**config.mk**
```make
export PLATFORM = sky130hd
export DESIGN_NAME = keypad_scanner
export DESIGN_NICKNAME = d
export VERILOG_FILES = /design/src/rtl/keypad_scanner.sv
export SDC_FILE = /design/constraint.sdc
export NUM_CORES = 1
export LEC_CHECK = 0
export ABC_AREA = 1
export CORE_ASPECT_RATIO = 0.75
export CORE_MARGIN = 8
export CORE_UTILIZATION = 60
export DETAILED_ROUTE_END_ITERATION = 8
export PLACE_DENSITY = 0.87
export SKIP_LAST_GASP = 1
export SYNTH_ARGS = -nofsm -noshare
export SYNTH_HDL_FRONTEND = slang
export SYNTH_SLANG_ARGS = --single-unit
```
**constraint.sdc**
```tcl
create_clock -name clk -period 3.35 [get_ports clk]
set_input_delay 0.67 -clock clk [delete_from_list [all_inputs] [get_ports clk]]
set_output_delay 0.67 -clock clk [all_outputs]
set_load 0.02 [all_outputs]
```
**src/rtl/keypad_scanner.sv**
```systemverilog
// 4x4 active-low matrix keypad scanner: synchronizes and debounces the
// columns, registers one hex digit per physical press and keeps the two
// most recent digits for the seven-segment multiplexer.
module keypad_scanner #(
  parameter int SCAN_CYCLES     = 4800,
  parameter int DEBOUNCE_CYCLES = 960000
) (
  input  logic       clk,
  input  logic       reset_n,
  input  logic [3:0] col,
  output logic [3:0] row,
  output logic [3:0] s1,
  output logic [3:0] s2,
  output logic       key_valid,
  output logic       key_held
);

  localparam int SW = (SCAN_CYCLES > 1) ? $clog2(SCAN_CYCLES) : 1;
  localparam int DW = (DEBOUNCE_CYCLES > 1) ? $clog2(DEBOUNCE_CYCLES) : 1;
  localparam logic [SW-1:0] SCAN_LAST = SW'(SCAN_CYCLES - 1);
  localparam logic [DW-1:0] DB_LAST   = DW'(DEBOUNCE_CYCLES - 1);

  typedef enum logic [1:0] {SCAN, DB_PRESS, HELD, DB_RELEASE} state_t;

  state_t        state, next_state;
  logic [3:0]    col_meta, col_s;
  logic [1:0]    r, next_r;
  logic [SW-1:0] scan_cnt, next_scan_cnt;
  logic [DW-1:0] db_cnt, next_db_cnt;
  logic [3:0]    key_pattern, next_key_pattern;
  logic [1:0]    key_idx, next_key_idx;
  logic          one_low;
  logic [1:0]    low_idx;
  logic          load_key;

  // Map a frozen row and column index to the printed key legend.
  function automatic logic [3:0] decode(input logic [1:0] rr, input logic [1:0] cc);
    logic [3:0] d;
    case ({rr, cc})
      4'h0: d = 4'h1;  4'h1: d = 4'h2;  4'h2: d = 4'h3;  4'h3: d = 4'hA;
      4'h4: d = 4'h4;  4'h5: d = 4'h5;  4'h6: d = 4'h6;  4'h7: d = 4'hB;
      4'h8: d = 4'h7;  4'h9: d = 4'h8;  4'hA: d = 4'h9;  4'hB: d = 4'hC;
      4'hC: d = 4'hE;  4'hD: d = 4'h0;  4'hE: d = 4'hF;  default: d = 4'hD;
    endcase
    return d;
  endfunction

  // Two-flop synchronizer for the asynchronous column inputs.
  always_ff @(posedge clk or negedge reset_n) begin
    if (!reset_n) begin
      col_meta <= 4'hF;
      col_s    <= 4'hF;
    end else begin
      col_meta <= col;
      col_s    <= col_meta;
    end
  end

  // Recognise a single pressed column and its index; anything else is ignored.
  always_comb begin
    one_low = 1'b1;
    low_idx = 2'd0;
    case (col_s)
      4'b1110: low_idx = 2'd0;
      4'b1101: low_idx = 2'd1;
      4'b1011: low_idx = 2'd2;
      4'b0111: low_idx = 2'd3;
      default: one_low = 1'b0;
    endcase
  end

  // Next-state logic: scan rows, debounce press, wait while held, debounce release.
  always_comb begin
    next_state       = state;
    next_r           = r;
    next_scan_cnt    = scan_cnt;
    next_db_cnt      = db_cnt;
    next_key_pattern = key_pattern;
    next_key_idx     = key_idx;
    load_key         = 1'b0;
    case (state)
      SCAN: begin
        if (scan_cnt == SCAN_LAST) begin
          if (one_low) begin
            next_state       = DB_PRESS;
            next_key_pattern = col_s;
            next_key_idx     = low_idx;
            next_db_cnt      = '0;
          end else begin
            next_r        = r + 2'd1;
            next_scan_cnt = '0;
          end
        end else begin
          next_scan_cnt = scan_cnt + SW'(1);
        end
      end
      DB_PRESS: begin
        if (col_s == key_pattern) begin
          if (db_cnt == DB_LAST) begin
            load_key   = 1'b1;
            next_state = HELD;
          end else begin
            next_db_cnt = db_cnt + DW'(1);
          end
        end else begin
          next_state    = SCAN;
          next_r        = r + 2'd1;
          next_scan_cnt = '0;
          next_db_cnt   = '0;
        end
      end
      HELD: begin
        if (col_s == 4'hF) begin
          next_db_cnt = '0;
          next_state  = DB_RELEASE;
        end
      end
      default: begin
        if (col_s != 4'hF) begin
          next_state = HELD;
        end else if (db_cnt == DB_LAST) begin
          next_state    = SCAN;
          next_r        = r + 2'd1;
          next_scan_cnt = '0;
          next_db_cnt   = '0;
        end else begin
          next_db_cnt = db_cnt + DW'(1);
        end
      end
    endcase
  end

  // State, counters and the digit history registers.
  always_ff @(posedge clk or negedge reset_n) begin
    if (!reset_n) begin
      state       <= SCAN;
      r           <= 2'd0;
      scan_cnt    <= '0;
      db_cnt      <= '0;
      key_pattern <= 4'hF;
      key_idx     <= 2'd0;
      s1          <= 4'h0;
      s2          <= 4'h0;
      key_valid   <= 1'b0;
    end else begin
      state       <= next_state;
      r           <= next_r;
      scan_cnt    <= next_scan_cnt;
      db_cnt      <= next_db_cnt;
      key_pattern <= next_key_pattern;
      key_idx     <= next_key_idx;
      key_valid   <= load_key;
      if (load_key) begin
        s2 <= s1;
        s1 <= decode(r, key_idx);
      end
    end
  end

  assign row      = ~(4'b0001 << r);
  assign key_held = (state == HELD) || (state == DB_RELEASE);

endmodule

```
---- Yosys cells after proc, flatten, opt, wreduce, memory -nomap -nowiden ----
Memories as Yosys holds them, arrays and structs flattened. A register that Yosys moved wholly into a read port is not among the register bits.
Index checks and enable logic that the tools add are counted.
operators by class
  muxes and demuxes ....................... 33
  bitwise logic cells ..................... 2
  add/subtract/negate cells ............... 3
  eq/ne operators ......................... 22
  multipliers ............................. 0
  reductions and logical operators ........ 11
  $lt $le $gt $ge ......................... 0
  shifts and indexed selects .............. 1
  divide/modulo/power cells ............... 0
operators with widths
  operator                                             count
  2-to-1 mux 20 bit                                    7
  2-to-1 mux 13 bit                                    5
  case mux 20 bit (3 select lines)                     1
  case mux 13 bit (3 select lines)                     1
  2-to-1 mux 2 bit                                     12
  adder 20 x 1 -> 20 bit, second input constant        1
  equality test 20 bit, second input constant          1
  case mux 2 bit (3 select lines)                      3
  equality test 4 bit, second input constant           4
  AND reduction 5 bit                                  3
  adder 13 x 1 -> 13 bit, second input constant        1
  equality test 13 bit, second input constant          1
  != test 2 bit, second input constant                 5
  != test 3 bit, second input constant                 3
  AND reduction 6 bit                                  1
  nonzero test 5 bit                                   1
  equality test 2 bit, second input constant           2
  equality test 4 x 3 -> 1 bit, second input constant  1
  equality test 4 bit                                  1
  2-to-1 mux 1 bit                                     4
  != test 4 x 1 -> 1 bit, second input constant        1
  != test 4 bit, second input constant                 1
  inverter 4 bit                                       1
  OR reduction 4 bit                                   1
  10 further kinds                                     10
word-level totals
  memories ................................ 1
  bits of input ports ..................... 6
  output and inout port bits .............. 14
  ROM bits ................................ 64
  register bits ........................... 56
  RAM bits ................................ 0
  latch bits .............................. 0
  logic and storage cells ................. 83
memory list
  memory           depth  width  rd ports  clocked after Yosys merged registers in  wr ports  line  source
  (no name shown)  16     4      1         1                                        0         39    case ({rr, cc})

---- Longest topological paths before layout ----
Gate-level depths: netlist of the first run.
  depth after elaboration ................. 6
  depth in mapped cells ................... 13

---- Least setup slack after synthesis of the first run ----
Ideal clock, no wire load.
  path kind ............................... register -> register
  from .................................... register db_cnt[0]
  to ...................................... register scan_cnt[3]
  library setup time ...................... 117 ps
  setup slack ............................. 1455 ps
  buffers on the path ..................... 1
  data arrival time ....................... 1778 ps
  stages on the path, launching flop included .. 14
  data required time ...................... 3233 ps
  cells stage by stage .................... dfrtp_1 -> ha_1 -> nand2_2 -> nor2_4 -> nand2_2 -> clkinv_2 -> nand4_4 -> clkinv_2 -> nand2_2 -> a21oi_4 -> nand2_4 -> buf_6 -> nand2_1 -> nand2_1
between the ends
  word-level cells in the longest chain between the ends .. 3
ends and longest elaborated chain
  what                                  line  source
  start, declared                       29    logic [DW-1:0] db_cnt, next_db_cnt;
  start signal, assigned                149   db_cnt <= next_db_cnt;
  equality test 20 bit                  121   end else if (db_cnt == DB_LAST) begin
  nonzero test 3 bit (no source line)   n/a
  AND reduction 5 bit (no source line)  n/a
  end signal, assigned                  148   scan_cnt <= next_scan_cnt;
  end, declared                         28    logic [SW-1:0] scan_cnt, next_scan_cnt;
No other way between the ends.
A chain may end at the register's enable or synchronous reset.

---- Worst setup path in the final report of the first run ----
  from .................................... register state[0]
  to ...................................... output port key_held
between the ends
  word-level cells in the longest chain between the ends .. 2
  elaborated cells between the ends (all ways) .. 3
  those cells by class .................... eq/ne (2); reduce/logical (1)
ends and longest elaborated chain
  what                    line  source
  start, declared         25    state_t state, next_state;
  start signal, assigned  146   state <= next_state;
  equality test 2 bit     161   assign key_held = (state == HELD) || (state == DB_RELEASE);
  logical OR 1 bit *      161
  end, declared           15    output logic key_held
Every way passes the cells marked *; elsewhere a longest branch is shown, timed or not.

==> impl_metrics.json, run 1 <==
{
  "hold_viol": 0,
  "finalNonFillerCells": 685,
  "hold_buffers": 0,
  "cts_tree": "done",
  "highest_layer": "met4",
  "core_um2": 6670,
  "vias": 3825,
  "ioPinCount": 20,
  "critPathSlowestCell": "clkdlybuf4s50_1",
  "wl_per_cell_um": 13.7,
  "hp-class": "input pin to async pin",
  "start_util": 0.605,
  "route.met3.wl_um": 699,
  "path_common_cell": "buf_4",
  "cp.arrival_ns": 2.15,
  "cts_sinks": 60,
  "leakage_nw": 2.18,
  "min_period_ns": 2.82,
  "antenna_found_initial": 0,
  "yosys_warnings": 0,
  "drive_above_1_share": 0.0982,
  "drt_iter0_drc": 311,
  "yosys-top-cells-area": "dfrtp_1 30%, nand2_1 19%, dfstp_2 7.8%",
  "slew_headroom": 0.589,
  "path_class": "flip-flop to output pin",
  "place_area_um2": 4280,
  "syn2layout_area_growth_pct": 11.5,
  "cp-start-kind": "flip-flop",
  "grt_overflow": 0,
  "setup_viol_count_final": 0,
  "synth_common_cells": "204 x nand2_1, 59 x nand3_1, 58 x inv_1",
  "hpwlAfterDp_mm": 6.55,
  "worst_pin_slew_ns": 0.615,
  "yosysUniqueCellTypes": 42,
  "cp_max_fo": 21,
  "cp_top_family": "buffers and inverters",
  "syn_area_per_cell_um2": 6.99,
  "track_usage": 0.206,
  "grt_first_pass_wirelength_mm": 16.7,
  "crit_path_start": "state[0]",
  "detail-route-antenna-nets": 0,
  "cts.path.max_buffers": 2,
  "path_buf_inv": 4,
  "final_util": 0.675,
  "cts_buffers": 9,
  "synth_most_common_cell": "nand2_1",
  "cap_violations": 0,
  "dr.pass1.iters": 6,
  "dr_wl_met2_mm": 4.39,
  "final_cell_area_um2": 4500,
  "cts_resized": 0,
  "crit_chain": "ha_1 > buf_4 > inv_1 > buf_4 > nand2_1 > clkdlybuf4s50_1",
  "drc": 0,
  "cts_root_buffer": "clkbuf_8",
  "rows": 26,
  "ys_seq_area_frac": 0.376,
  "async_reset_ff_frac": 1.00,
  "clk_pin_slew_ns": 0.07,
  "nNetsFinal": 617,
  "period_share": 0.842,
  "htree_levels": 3,
  "synth_top_cell_area_share": 0.297,
  "ir_drop_v": 0.000345,
  "grt_pass1_vias": 3688,
  "insertion_delay_ns": 0.34,
  "rsz0062_at_grt": "no",
  "reg2reg_from": "db_cnt[0]",
  "synth_largest_area_cell": "dfrtp_1",
  "syn_inst": 578,
  "end_kind": "output pin",
  "finalMaxSlewViolations": 0,
  "power_density_nw_per_um2": 329,
  "cpPeakStageDelay_ns": 0.56,
  "avgViaCountPerCell": 5.58,
  "fmax_ghz": 0.354,
  "synth.net_count": 599,
  "die_h_um": 87.0,
  "antenna_cells": 0,
  "worstPathRequired_ns": 2.68,
  "finalClockSkew_ns": 0.00527,
  "port_buffers": 19,
  "die_width_um": 111,
  "placed_cells": 669,
  "gp_congestion": 0.975,
  "ys.flop_type": "dfrtp_1",
  "status": "finished clean",
  "die_area_um2": 9640,
  "grt_max_degree": 41,
  "synth-edff-count": 0,
  "finalSetupTns_ns": 0,
  "post_cts_buffers": 0,
  "m1WireLength_mm": 4.13,
  "wl_mm": 9.39,
  "syn_area_um2": 4040,
  "synth-seq-cells": 60
}
-- cells by family after synthesis --
| family | share of synthesized area |
|---|---|
| simple gates | 0.396 |
| xor+xnor | 0.0369 |
| fa+ha+maj | 0.0465 |
| compound gates | 0.0604 |
| buf+inv | 0.0849 |
| flops | 0.376 |
-- stage by stage --
stage | power [W] | setup WS [ns] | hold WS [ns]
final | 0.00148 | 0.528 | 0.282
after global routing | 0.00153 | 0.423 | 0.310
after CTS | 0.00150 | 0.541 | 0.285
after detailed placement | 0.000786 | 0.892 | 0.347
after global placement | 0.000784 | 0.941 | 0.346
after floorplan | 0.000761 | 1.45 | 0.345
-- metal layers --
layer,vias up,GRT usage
li1,1874,-
met1,1770,0.257
met2,162,0.342
met3,19,0.0468
met4,0,0.0758
met5,-,0
-- final cells by class --
class	instances	area (um^2)
Tap cell	84	105
Clock buffer	15	219
Timing Repair Buffer	26	238
Inverter	63	239
Clock inverter	1	6.26
Sequential cell	60	1520
Multi-Input combinational cell	436	2180
Fill cell	546	2170
-- sequential cells by signal, indices dropped and copies added (netlist names) --
| name | count |
|---|---|
| key_pattern | 4 |
| key_idx | 2 |
| r | 2 |
| key_valid | 1 |
| col_meta | 4 |
| s2 | 4 |
| scan_cnt | 13 |
| col_s | 4 |
| db_cnt | 20 |
| s1 | 4 |
| state | 2 |
-- worst reg2reg max path, stage by stage, from the launching register on --
cell and delay (ns):
dfrtp_1 0.47, ha_1 0.34, nand2_2 0.10, nor2_4 0.15, nand2_2 0.09, clkinv_2 0.09, nand4_4 0.10, clkinv_2 0.09
nand2_2 0.17, nand3_2 0.10, buf_4 0.26, inv_2 0.22, nand2_1 0.13, nand2_1 0.07
-- final timing paths --
check | cells after the start | end | slack [ns]
min in group clk | 0 | col_s[0] | 0.36
max in group asynchronous | 2 | col_s[2] | 2.17
max reg2reg | 13 | db_cnt[8] | 0.86
min | 1 | s2[2] | 0.28
max | 6 | key_held | 0.53
min reg2reg | 0 | col_s[0] | 0.36
-- report_power, final --
| group | switching [W] | total, W | internal [W] |
|---|---|---|---|
| logic | 0.0000252 | 0.0000349 | 0.00000972 |
| registers | 0.00000308 | 0.000737 | 0.000734 |
| clock network | 0.000290 | 0.000711 | 0.000421 |
-- layout by cell type (no fill, tap or decap), types with 2 or more instances in the layout --
| master | Yosys | layout |
|---|---|---|
| inv_1 | 58 | 58 |
| dfrtp_1 | 48 | 48 |
| xnor2_1 | 4 | 4 |
| nor3_2 | 2 | 2 |
| nand3_1 | 59 | 59 |
| nand2_2 | 4 | 4 |
| ha_1 | 15 | 15 |
| xor2_1 | 13 | 13 |
| nand2_1 | 204 | 204 |
| nor2_4 | 4 | 4 |
| nand4_1 | 16 | 16 |
| dfstp_2 | 12 | 12 |
| nor2_1 | 48 | 48 |
| clkbuf_16 | 0 | 2 |
| a31oi_1 | 2 | 2 |
| nor3_1 | 12 | 12 |
| o21ai_0 | 23 | 23 |
| a21oi_1 | 2 | 2 |
| clkbuf_8 | 0 | 12 |
| inv_2 | 3 | 3 |
| clkdlybuf4s50_1 | 0 | 18 |
| clkinv_2 | 2 | 2 |
| nor2_2 | 2 | 2 |
| buf_4 | 2 | 7 |
| o22ai_1 | 3 | 3 |
| o21ai_1 | 8 | 8 |
(Power assumes the default switching activity.)
==> run 2, diff against run 1 <==
clock period = 2.8 ns   (was 3.35 ns; I/O delays follow)
==> impl_metrics.json, run 2 (same netlist as run 1, synthesis figures left out) <==
{
  "cp_max_fo": 10,
  "hpwlAfterDp_mm": 6.68,
  "rows": 26,
  "vias": 3808,
  "min_period_ns": 2.48,
  "wl_mm": 9.42,
  "path_common_cell": "inv_1",
  "cts_root_buffer": "clkbuf_8",
  "die_area_um2": 9640,
  "dr.pass1.iters": 5,
  "nNetsFinal": 619,
  "final_cell_area_um2": 4480,
  "track_usage": 0.200,
  "seqCellArea_um2": 1520,
  "path_buf_inv": 3,
  "grt_overflow": 0,
  "layout_commonest_cell": "nand2_1",
  "insertion_delay_ns": 0.35,
  "cap_violations": 0,
  "antenna_found_initial": 0,
  "drt_iter0_drc": 213,
  "crit_chain": "inv_1 > ha_1 > inv_1 > clkdlybuf4s50_1",
  "worstPathRequired_ns": 2.24,
  "regMostFlops": "db_cnt",
  "ff2ff_setup_slack_ns": 0.55,
  "largestRegisters": "db_cnt: 20 flops, scan_cnt: 13 flops",
  "rr_endpoint": "db_cnt[1]",
  "clk_pin_slew_ns": 0.07,
  "finalClockSkew_ns": 0.00616,
  "detail-route-antenna-nets": 0,
  "wl_per_cell_um": 13.7,
  "antenna_cells": 0,
  "core_um2": 6670,
  "final_util": 0.672,
  "port_buffers": 19,
  "grt_pass1_vias": 3565,
  "placed_cells": 671,
  "slew_headroom": 0.636,
  "hp-class": "input pin to async pin",
  "cts_tree": "done",
  "cp.arrival_ns": 1.92,
  "start_util": 0.605,
  "final_cell_mix": "204 x nand2_1, 59 x nand3_1, 58 x inv_1, 48 x nor2_1, 48 x dfrtp_1",
  "die_width_um": 111,
  "cts_resized": 0,
  "cp-start-kind": "flip-flop",
  "syn2layout_area_growth_pct": 11.0,
  "ioPinCount": 20,
  "power_density_nw_per_um2": 375,
  "critPathSlowestCell": "clkdlybuf4s50_1",
  "finalPower_w": 0.00168,
  "status": "finished clean",
  "post_cts_buffers": 0,
  "hold_viol": 0,
  "finalNonFillerCells": 687,
  "reg2reg_depth": 13,
  "drive_above_1_share": 0.101,
  "grt_max_degree": 25,
  "gp_congestion": 0.992,
  "cpPeakStageDelay_ns": 0.59,
  "drc": 0,
  "grt_first_pass_wirelength_mm": 16.2,
  "cts_buffers": 9,
  "nFillCells": 534,
  "htree_levels": 3,
  "leakage_nw": 2.17,
  "finalMaxSlewViolations": 0,
  "multiInputGateArea_um2": 2180,
  "cp_top_family": "buffers and inverters",
  "largest_reg_flops": 20,
  "avgViaCountPerCell": 5.54,
  "worst_pin_slew_ns": 0.546,
  "period_share": 0.886,
  "rsz0062_at_grt": "no",
  "die_h_um": 87.0,
  "cts_sinks": 60,
  "end_kind": "output pin",
  "place_area_um2": 4290,
  "cts.path.max_buffers": 2,
  "setup_viol_count_final": 0,
  "hold_buffers": 0,
  "finalSetupTns_ns": 0,
  "path_class": "flip-flop to output pin",
  "ir_drop_v": 0.000269,
  "reg2reg_from": "db_cnt[0]",
  "fmax_ghz": 0.403
}
## run 2: changes by cell type in the layout (fill, tap and decap cells not counted), sizes merged
cell and change:
clkinvlp +1, clkbuf -3, clkinv +3, inv -1, buf +2
## run 2: how the worst max path moves through the flow
stage | from | endpoint | depth (start not counted)
2_1_floorplan | db_cnt[0] | scan_cnt[3] | 13
3_3_place_gp | db_cnt[0] | r[1] | 13
3_5_place_dp | db_cnt[0] | db_cnt[1] | 13
4_1_cts | r[0] | row[0] | 4
5_1_grt | r[0] | row[2] | 4
6_report | r[0] | row[0] | 4
## run 2: per-layer routing
metal | vias up | GRT usage | wire length [um]
li1 | 1879 | - | -
met1 | 1768 | 0.251 | 4280
met2 | 144 | 0.323 | 4250
met3 | 17 | 0.0510 | 754
met4 | 0 | 0.0819 | 127
met5 | - | 0 | 0
## run 2: stage by stage
step	worst slack, ns	hold WS, ns
2_1_floorplan	0.905	0.264
3_3_place_gp	0.697	0.346
6_report	0.320	0.189
4_1_cts	0.303	0.203
5_1_grt	0.209	0.231
3_5_place_dp	0.589	0.347
## run 2: layout make-up
cell class / instances / share of cell area
clock buffers: 12 / 0.0371
clock inverters: 4 / 0.00503
inverters: 63 / 0.0533
multi-input cells: 436 / 0.486
flip-flops and latches: 60 / 0.338
well taps: 84 / 0.0235
repair buffers: 28 / 0.0564
## run 2: power by group
part / total (W) / switching (W) / internal, W
clock: 0.000754 / 0.000359 / 0.000395
sequential: 0.000881 / 0.00000375 / 0.000878
combinational: 0.0000445 / 0.0000320 / 0.0000126
total: 0.00168 / 0.000395 / 0.00128
